File: config.mk
export PLATFORM = sky130hd
export DESIGN_NAME = serial_to_parallel
export DESIGN_NICKNAME = d
export VERILOG_FILES = /design/src/rtl/serial_to_parallel_pkg.sv /design/src/rtl/serial_to_parallel.sv
export SDC_FILE = /design/constraint.sdc
export NUM_CORES = 1
export LEC_CHECK = 0
export ABC_AREA = 1
export CORE_MARGIN = 10
export CORE_UTILIZATION = 30
export DETAILED_ROUTE_END_ITERATION = 12
export SLEW_MARGIN = 15
export SYNTH_ARGS = -nofsm -noshare
export SYNTH_HDL_FRONTEND = slang
export SYNTH_SLANG_ARGS = --single-unit
File: constraint.sdc
create_clock -name CLK -period 1.6 [get_ports CLK]
set_clock_uncertainty 0.15 [all_clocks]
set_input_delay 0.24 -clock CLK [delete_from_list [all_inputs] [get_ports CLK]]
set_output_delay 0.24 -clock CLK [all_outputs]
set_load 0.005 [all_outputs]
File: src/rtl/serial_to_parallel_pkg.sv
// Shared serial-link definitions used by both the serializer and the
// deserializer so that both ends agree on bit order and counter sizing.
package serial_to_parallel_pkg;

   // Both link ends move the least significant bit first.
   localparam bit FIRST_BIT_IS_LSB = 1'b1;

   // States of the output holding register.
   typedef enum logic {
      HOLD_EMPTY = 1'b0,
      HOLD_FULL  = 1'b1
   } hold_state_t;

   // Width of a counter that indexes n bit positions.
   // Never less than one bit, so that a counter port always exists.
   function automatic int unsigned cnt_width(input int unsigned n);
      if (n < 2) begin
         return 1;
      end
      return $clog2(n);
   endfunction

endpackage

File: src/rtl/serial_to_parallel.sv
// Deserializer: gathers SHIFT_EN-qualified serial bits (LSB first) into
// DEPTH-bit words and presents each completed word on a VALID/READY holding
// register. A word that completes while the holding register is still full
// and not being read is dropped, and the sticky OVERFLOW flag is set.
module serial_to_parallel
   import serial_to_parallel_pkg::*;
#(
   parameter int unsigned DEPTH = 3
) (
   input  logic                          CLK,
   input  logic                          RST_N,
   input  logic                          DATA,
   input  logic                          SHIFT_EN,
   input  logic                          CLEAR,
   input  logic                          READY,
   output logic [DEPTH-1:0]              DATA_OUT,
   output logic                          VALID,
   output logic [cnt_width(DEPTH)-1:0]   BIT_COUNT,
   output logic                          OVERFLOW
);

   localparam int unsigned CW = cnt_width(DEPTH);
   localparam logic [CW-1:0] LAST_BIT = CW'(DEPTH - 1);

   // Only the upper DEPTH-1 bits of the shift register are ever read back
   // (the bottom bit falls off on every shift), so just those are stored.
   logic [DEPTH-2:0] sr;
   logic [CW-1:0]    bit_cnt;
   logic [DEPTH-1:0] word;
   logic             shift;
   logic             complete;
   hold_state_t      state;

   // Candidate word and frame-completion decode for this edge.
   always_comb begin
      word     = {DATA, sr};
      shift    = SHIFT_EN && !CLEAR;
      complete = shift && (bit_cnt == LAST_BIT);
   end

   // Shift register and bit counter; CLEAR discards the partial word.
   always_ff @(posedge CLK) begin
      if (!RST_N) begin
         sr      <= '0;
         bit_cnt <= '0;
      end else if (CLEAR) begin
         sr      <= '0;
         bit_cnt <= '0;
      end else if (SHIFT_EN) begin
         if (complete) begin
            sr      <= '0;
            bit_cnt <= '0;
         end else begin
            sr      <= word[DEPTH-1:1];
            bit_cnt <= bit_cnt + 1'b1;
         end
      end
   end

   // Holding-register FSM with registered DATA_OUT, VALID and OVERFLOW.
   always_ff @(posedge CLK) begin
      if (!RST_N) begin
         state    <= HOLD_EMPTY;
         DATA_OUT <= '0;
         VALID    <= 1'b0;
         OVERFLOW <= 1'b0;
      end else begin
         case (state)
            HOLD_EMPTY: begin
               if (complete) begin
                  DATA_OUT <= word;
                  VALID    <= 1'b1;
                  state    <= HOLD_FULL;
               end
            end
            HOLD_FULL: begin
               if (complete) begin
                  if (READY) begin
                     DATA_OUT <= word;
                  end else begin
                     OVERFLOW <= 1'b1;
                  end
               end else if (READY) begin
                  VALID <= 1'b0;
                  state <= HOLD_EMPTY;
               end
            end
            default: begin
               VALID <= 1'b0;
               state <= HOLD_EMPTY;
            end
         endcase
      end
   end

   assign BIT_COUNT = bit_cnt;

endmodule

## After elaboration in Yosys (flattened, before gate mapping)

Index checks and enable logic that the tools add are counted.

| word-level totals | value |
|---|---|
| logic and storage cells | 36 |
| bits of input ports | 6 |
| flip-flop bits (word level) | 10 |

| cells by class | value |
|---|---|
| equality and inequality tests | 5 |
| add/subtract/negate cells | 1 |
| reductions and logical operators | 7 |
| multiplexer cells | 14 |
| bitwise logic cells | 3 |

Operators by type and width:

| operator | count |
|---|---|
| two-way mux 3 bit | 3 |
| AND reduction 3 bit | 3 |
| != test 2 bit (second input constant) | 4 |
| two-way mux 1 bit | 6 |
| one-hot mux 3 bit (2 select lines) | 1 |
| two-way mux 2 bit | 2 |
| one-hot mux 1 bit (2 select lines) | 2 |
| inverter 1 bit | 3 |
| adder 2 x 1 -> 2 bit (second input constant) | 1 |
| == test 2 bit (second input constant) | 1 |
| logical AND 1 bit | 2 |
| OR reduction 2 bit | 1 |
| zero test 1 bit | 1 |

## Logic depth before layout (Yosys ltp)

| logic depth | value |
|---|---|
| word-level depth | 5 |
| depth in mapped cells | 9 |
| depth with buffers taken out | 9 |

## Least setup slack after synthesis

Ideal clock, no wire load.

| timing | value |
|---|---|
| kind | register to register |
| start point | register bit_cnt[1] (netlist: BIT_COUNT[1]) |
| end point | register DATA_OUT[0] |
| slack | 0.266 ns |
| data arrival time | 1.062 ns |
| path buffers | 0 |
| stages on the path, launching flop included | 9 |
| required time | 1.329 ns |
| cells stage by stage | dfxtp_1 > nand2_1 > inv_1 > nand2_1 > ha_1 > inv_1 > nand3_1 > nand2_1 > a21oi_1 |

| on the way | value |
|---|---|
| word-level cells in the longest chain between the ends | 4 |

RTL lines:

| element | RTL line | text |
|---|---|---|
| from (decl) | serial_to_parallel.sv:28 | `logic [CW-1:0] bit_cnt;` |
| from (signal assigned) | serial_to_parallel.sv:55 | `bit_cnt <= bit_cnt + 1'b1;` |
| == test 2 bit (*) | serial_to_parallel.sv:38 | `complete = shift && (bit_cnt == LAST_BIT);` |
| logical AND 1 bit (*) | serial_to_parallel.sv:38 |  |
| != test 2 bit (no line) | -- |  |
| AND reduction 3 bit (no line) (*) | -- |  |
| to (signal assigned) | serial_to_parallel.sv:71 | `DATA_OUT <= word;` |
| to (signal assigned) | serial_to_parallel.sv:79 | `DATA_OUT <= word;` |
| to (decl) | serial_to_parallel.sv:16 | `output logic [DEPTH-1:0] DATA_OUT,` |

Mark *: on every way between the ends. The rest lies on a longest branch, timed or not.
A chain may end at the register's enable or synchronous reset.

## Worst setup path in the final report

| timing | value |
|---|---|
| start point | register bit_cnt[0] (netlist: BIT_COUNT[0]) |
| end point | output BIT_COUNT[0] |

RTL lines:

| element | RTL line | text |
|---|---|---|
| to (decl) | serial_to_parallel.sv:18 | `output logic [cnt_width(DEPTH)-1:0] BIT_COUNT,` |

No word-level cell between the ends.

==> impl_metrics.tcl <==
set metrics [dict create \
    status "complete, no violations" \
    grt_max_degree 7 \
    fin_crit_ns 1.51 \
    nFillCells 134 \
    period_share 0.946 \
    ios 13 \
    synth_area_leaders "dfxtp_1 46%, nand2_1 16%, a21oi_1 12%, inv_1 9.5%, ha_1 5.8%" \
    cpMaxStageDelayCell "clkdlybuf4s50_1" \
    ys_types 10 \
    synthTopCellsByCount "19 x nand2_1, 11 x inv_1, 10 x a21oi_1, 10 x dfxtp_1, 3 x nand4_1" \
    worstSetupPathType "flip-flop to primary output" \
    power.leakage_nw 0.267 \
    max_slew.worst_pin.slew_ns 0.194 \
    dp.final_hpwl_um 755 \
    detail-route-antenna-nets 0 \
    fp.dieH_um 58.0 \
    setup_tns_ns 0 \
    drc 0 \
    setup_viol 0 \
    pre_cts_ws_ns -0.218 \
    initial_utilization 0.325 \
    yosys.cell_count.top_type "nand2_1" \
    syn_nets 68 \
    ys.flop_type "dfxtp_1" \
    wl_um 927 \
    max_cap_viol_count 0 \
    synth_top_area_cell "dfxtp_1" \
    synth_seq_cells 10 \
    core_um2 1330 \
    cts_buffers 3 \
    synthArstFlopShare 0 \
    placementRows 13 \
    clk_pin_slew_ns 0.07 \
    drive_gt1_frac 0.185 \
    post_cts_buffers 0 \
    ys_seq_area_frac 0.462 \
    grt_pass1_vias 424 \
    relSlewSlack 0.870 \
    max_freq_mhz 661 \
    crit_family "buffers and inverters" \
    netlist_area_um2 433 \
    cpPeakStageDelay_ns 0.51 \
    yosysTopAreaCellShare 0.462 \
    grt_overflow 0 \
    ys.warnings.count 0 \
    gp_congestion 0.757 \
    clkSinkCount 10 \
    cts-root-buf "clkbuf_4" \
    via_per_inst 4.33 \
    startpoint_type "flip-flop" \
    ir_drop_uv 378 \
    die_area_um2 3360 \
    worstPathArrival_ns 1.12 \
    cp_max_fo 4 \
    drtIter0Drc 4 \
    vias 416 \
    hold_viol_final 0 \
    io_buffers 12 \
    p_per_area_nw_per_um2 804 \
    cts_buffer_depth 2 \
    grt_antenna_before_repair 0 \
    synth_area_per_cell_um2 7.22 \
    hold_buffers 0 \
    hold_path.class "flip-flop to flip-flop" \
    worst_slack_ns 0.0864 \
    stdcell_count 96 \
    synth-edff-count 0 \
    crit_chain "clkdlybuf4s50_1" \
    clkLatencyLatePin_ns 0.27 \
    drtPass1Iterations 4 \
    wire_per_inst_um 9.66 \
    antennaDiodeCount 0 \
    grt_usage 0.0623 \
    syn_inst 60 \
    slew_violations 0 \
    cp.required_ns 1.21 \
    utilization 0.492 \
    cts_tree "built" \
    rsz0062_at_grt "false" \
    syn2layout_area_growth_pct 51.4 \
    cts-resized-gates 0 \
    cp-end-kind "primary output" \
    htreeDepth 1 \
    die_w_um 58.0 \
    final_nets 90 \
    fin_hold_ws_ns 0.305 \
    dp.cells 92 \
    path_buf_inv 1 \
    grt_pass1_wl_mm 1.62 \
]
-- stage by stage --
stage | cell area, um2 | power, W
6_report | 656 | 0.000527
5_1_grt | 656 | 0.000559
4_1_cts | 646 | 0.000534
3_5_place_dp | 609 | 0.000303
3_3_place_gp | 609 | 0.000303
2_1_floorplan | 433 | 0.000276
-- path summary, 6_finish.rpt --
kind                              startpoint  slack, ns  cells after the start      endpoint
worst min register to register      OVERFLOW       0.30                      2      OVERFLOW
worst max-delay path            BIT_COUNT[0]       0.09                      1  BIT_COUNT[0]
worst max register to register  BIT_COUNT[1]       0.29                      8   DATA_OUT[0]
worst min-delay path                OVERFLOW       0.30                      2      OVERFLOW
-- where the power goes --
part,switching (W),total (W),internal (W)
registers,0.00000287,0.000255,0.000253
clock network,0.0000901,0.000229,0.000138
logic,0.0000183,0.0000433,0.0000251
-- cell type report --
type / count / area [um2] / share of cell area
Inverter: 11 / 41.3 / 0.0630
Tap cell: 15 / 18.8 / 0.0286
Clock buffer: 4 / 36.3 / 0.0553
Multi-Input combinational cell: 39 / 199 / 0.303
Timing Repair Buffer: 17 / 158 / 0.240
Sequential cell: 10 / 203 / 0.309
-- state kept, by name, indices dropped and copies added (netlist names) --
signal     count
BIT_COUNT      2
DATA_OUT       3
OVERFLOW       1
VALID          1
sr             2
state          1
-- per-layer routing --
layer  up-vias  routed length, um  part of all wire  GRT usage
met5         -                  0                 0          0
met4         0                 12             0.013     0.0302
met3         3                 92             0.099     0.0479
met2         9                408              0.44     0.0920
met1       174                413              0.45     0.0633
li1        230                  -                 -          -
-- cells in the final DEF (no fill, tap or decap), drive strengths merged --
cell / netlist / final
clkdlybuf4s50: 0 / 12
a21oi: 10 / 10
or2: 1 / 1
buf: 0 / 5
dfxtp: 10 / 10
nand3: 1 / 1
nand4: 3 / 3
nor2: 2 / 2
nand2: 19 / 19
nand3b: 1 / 1
inv: 11 / 11
ha: 2 / 2
clkbuf: 0 / 4
-- logic make-up after synthesis --
logic type,count (synthesis),synth area share
buf+inv,11,0.0954
compound gates,10,0.116
simple gates,27,0.269
fa+ha+maj,2,0.0578
flops,10,0.462
No activity file was read; power rests on OpenSTA's default activity.
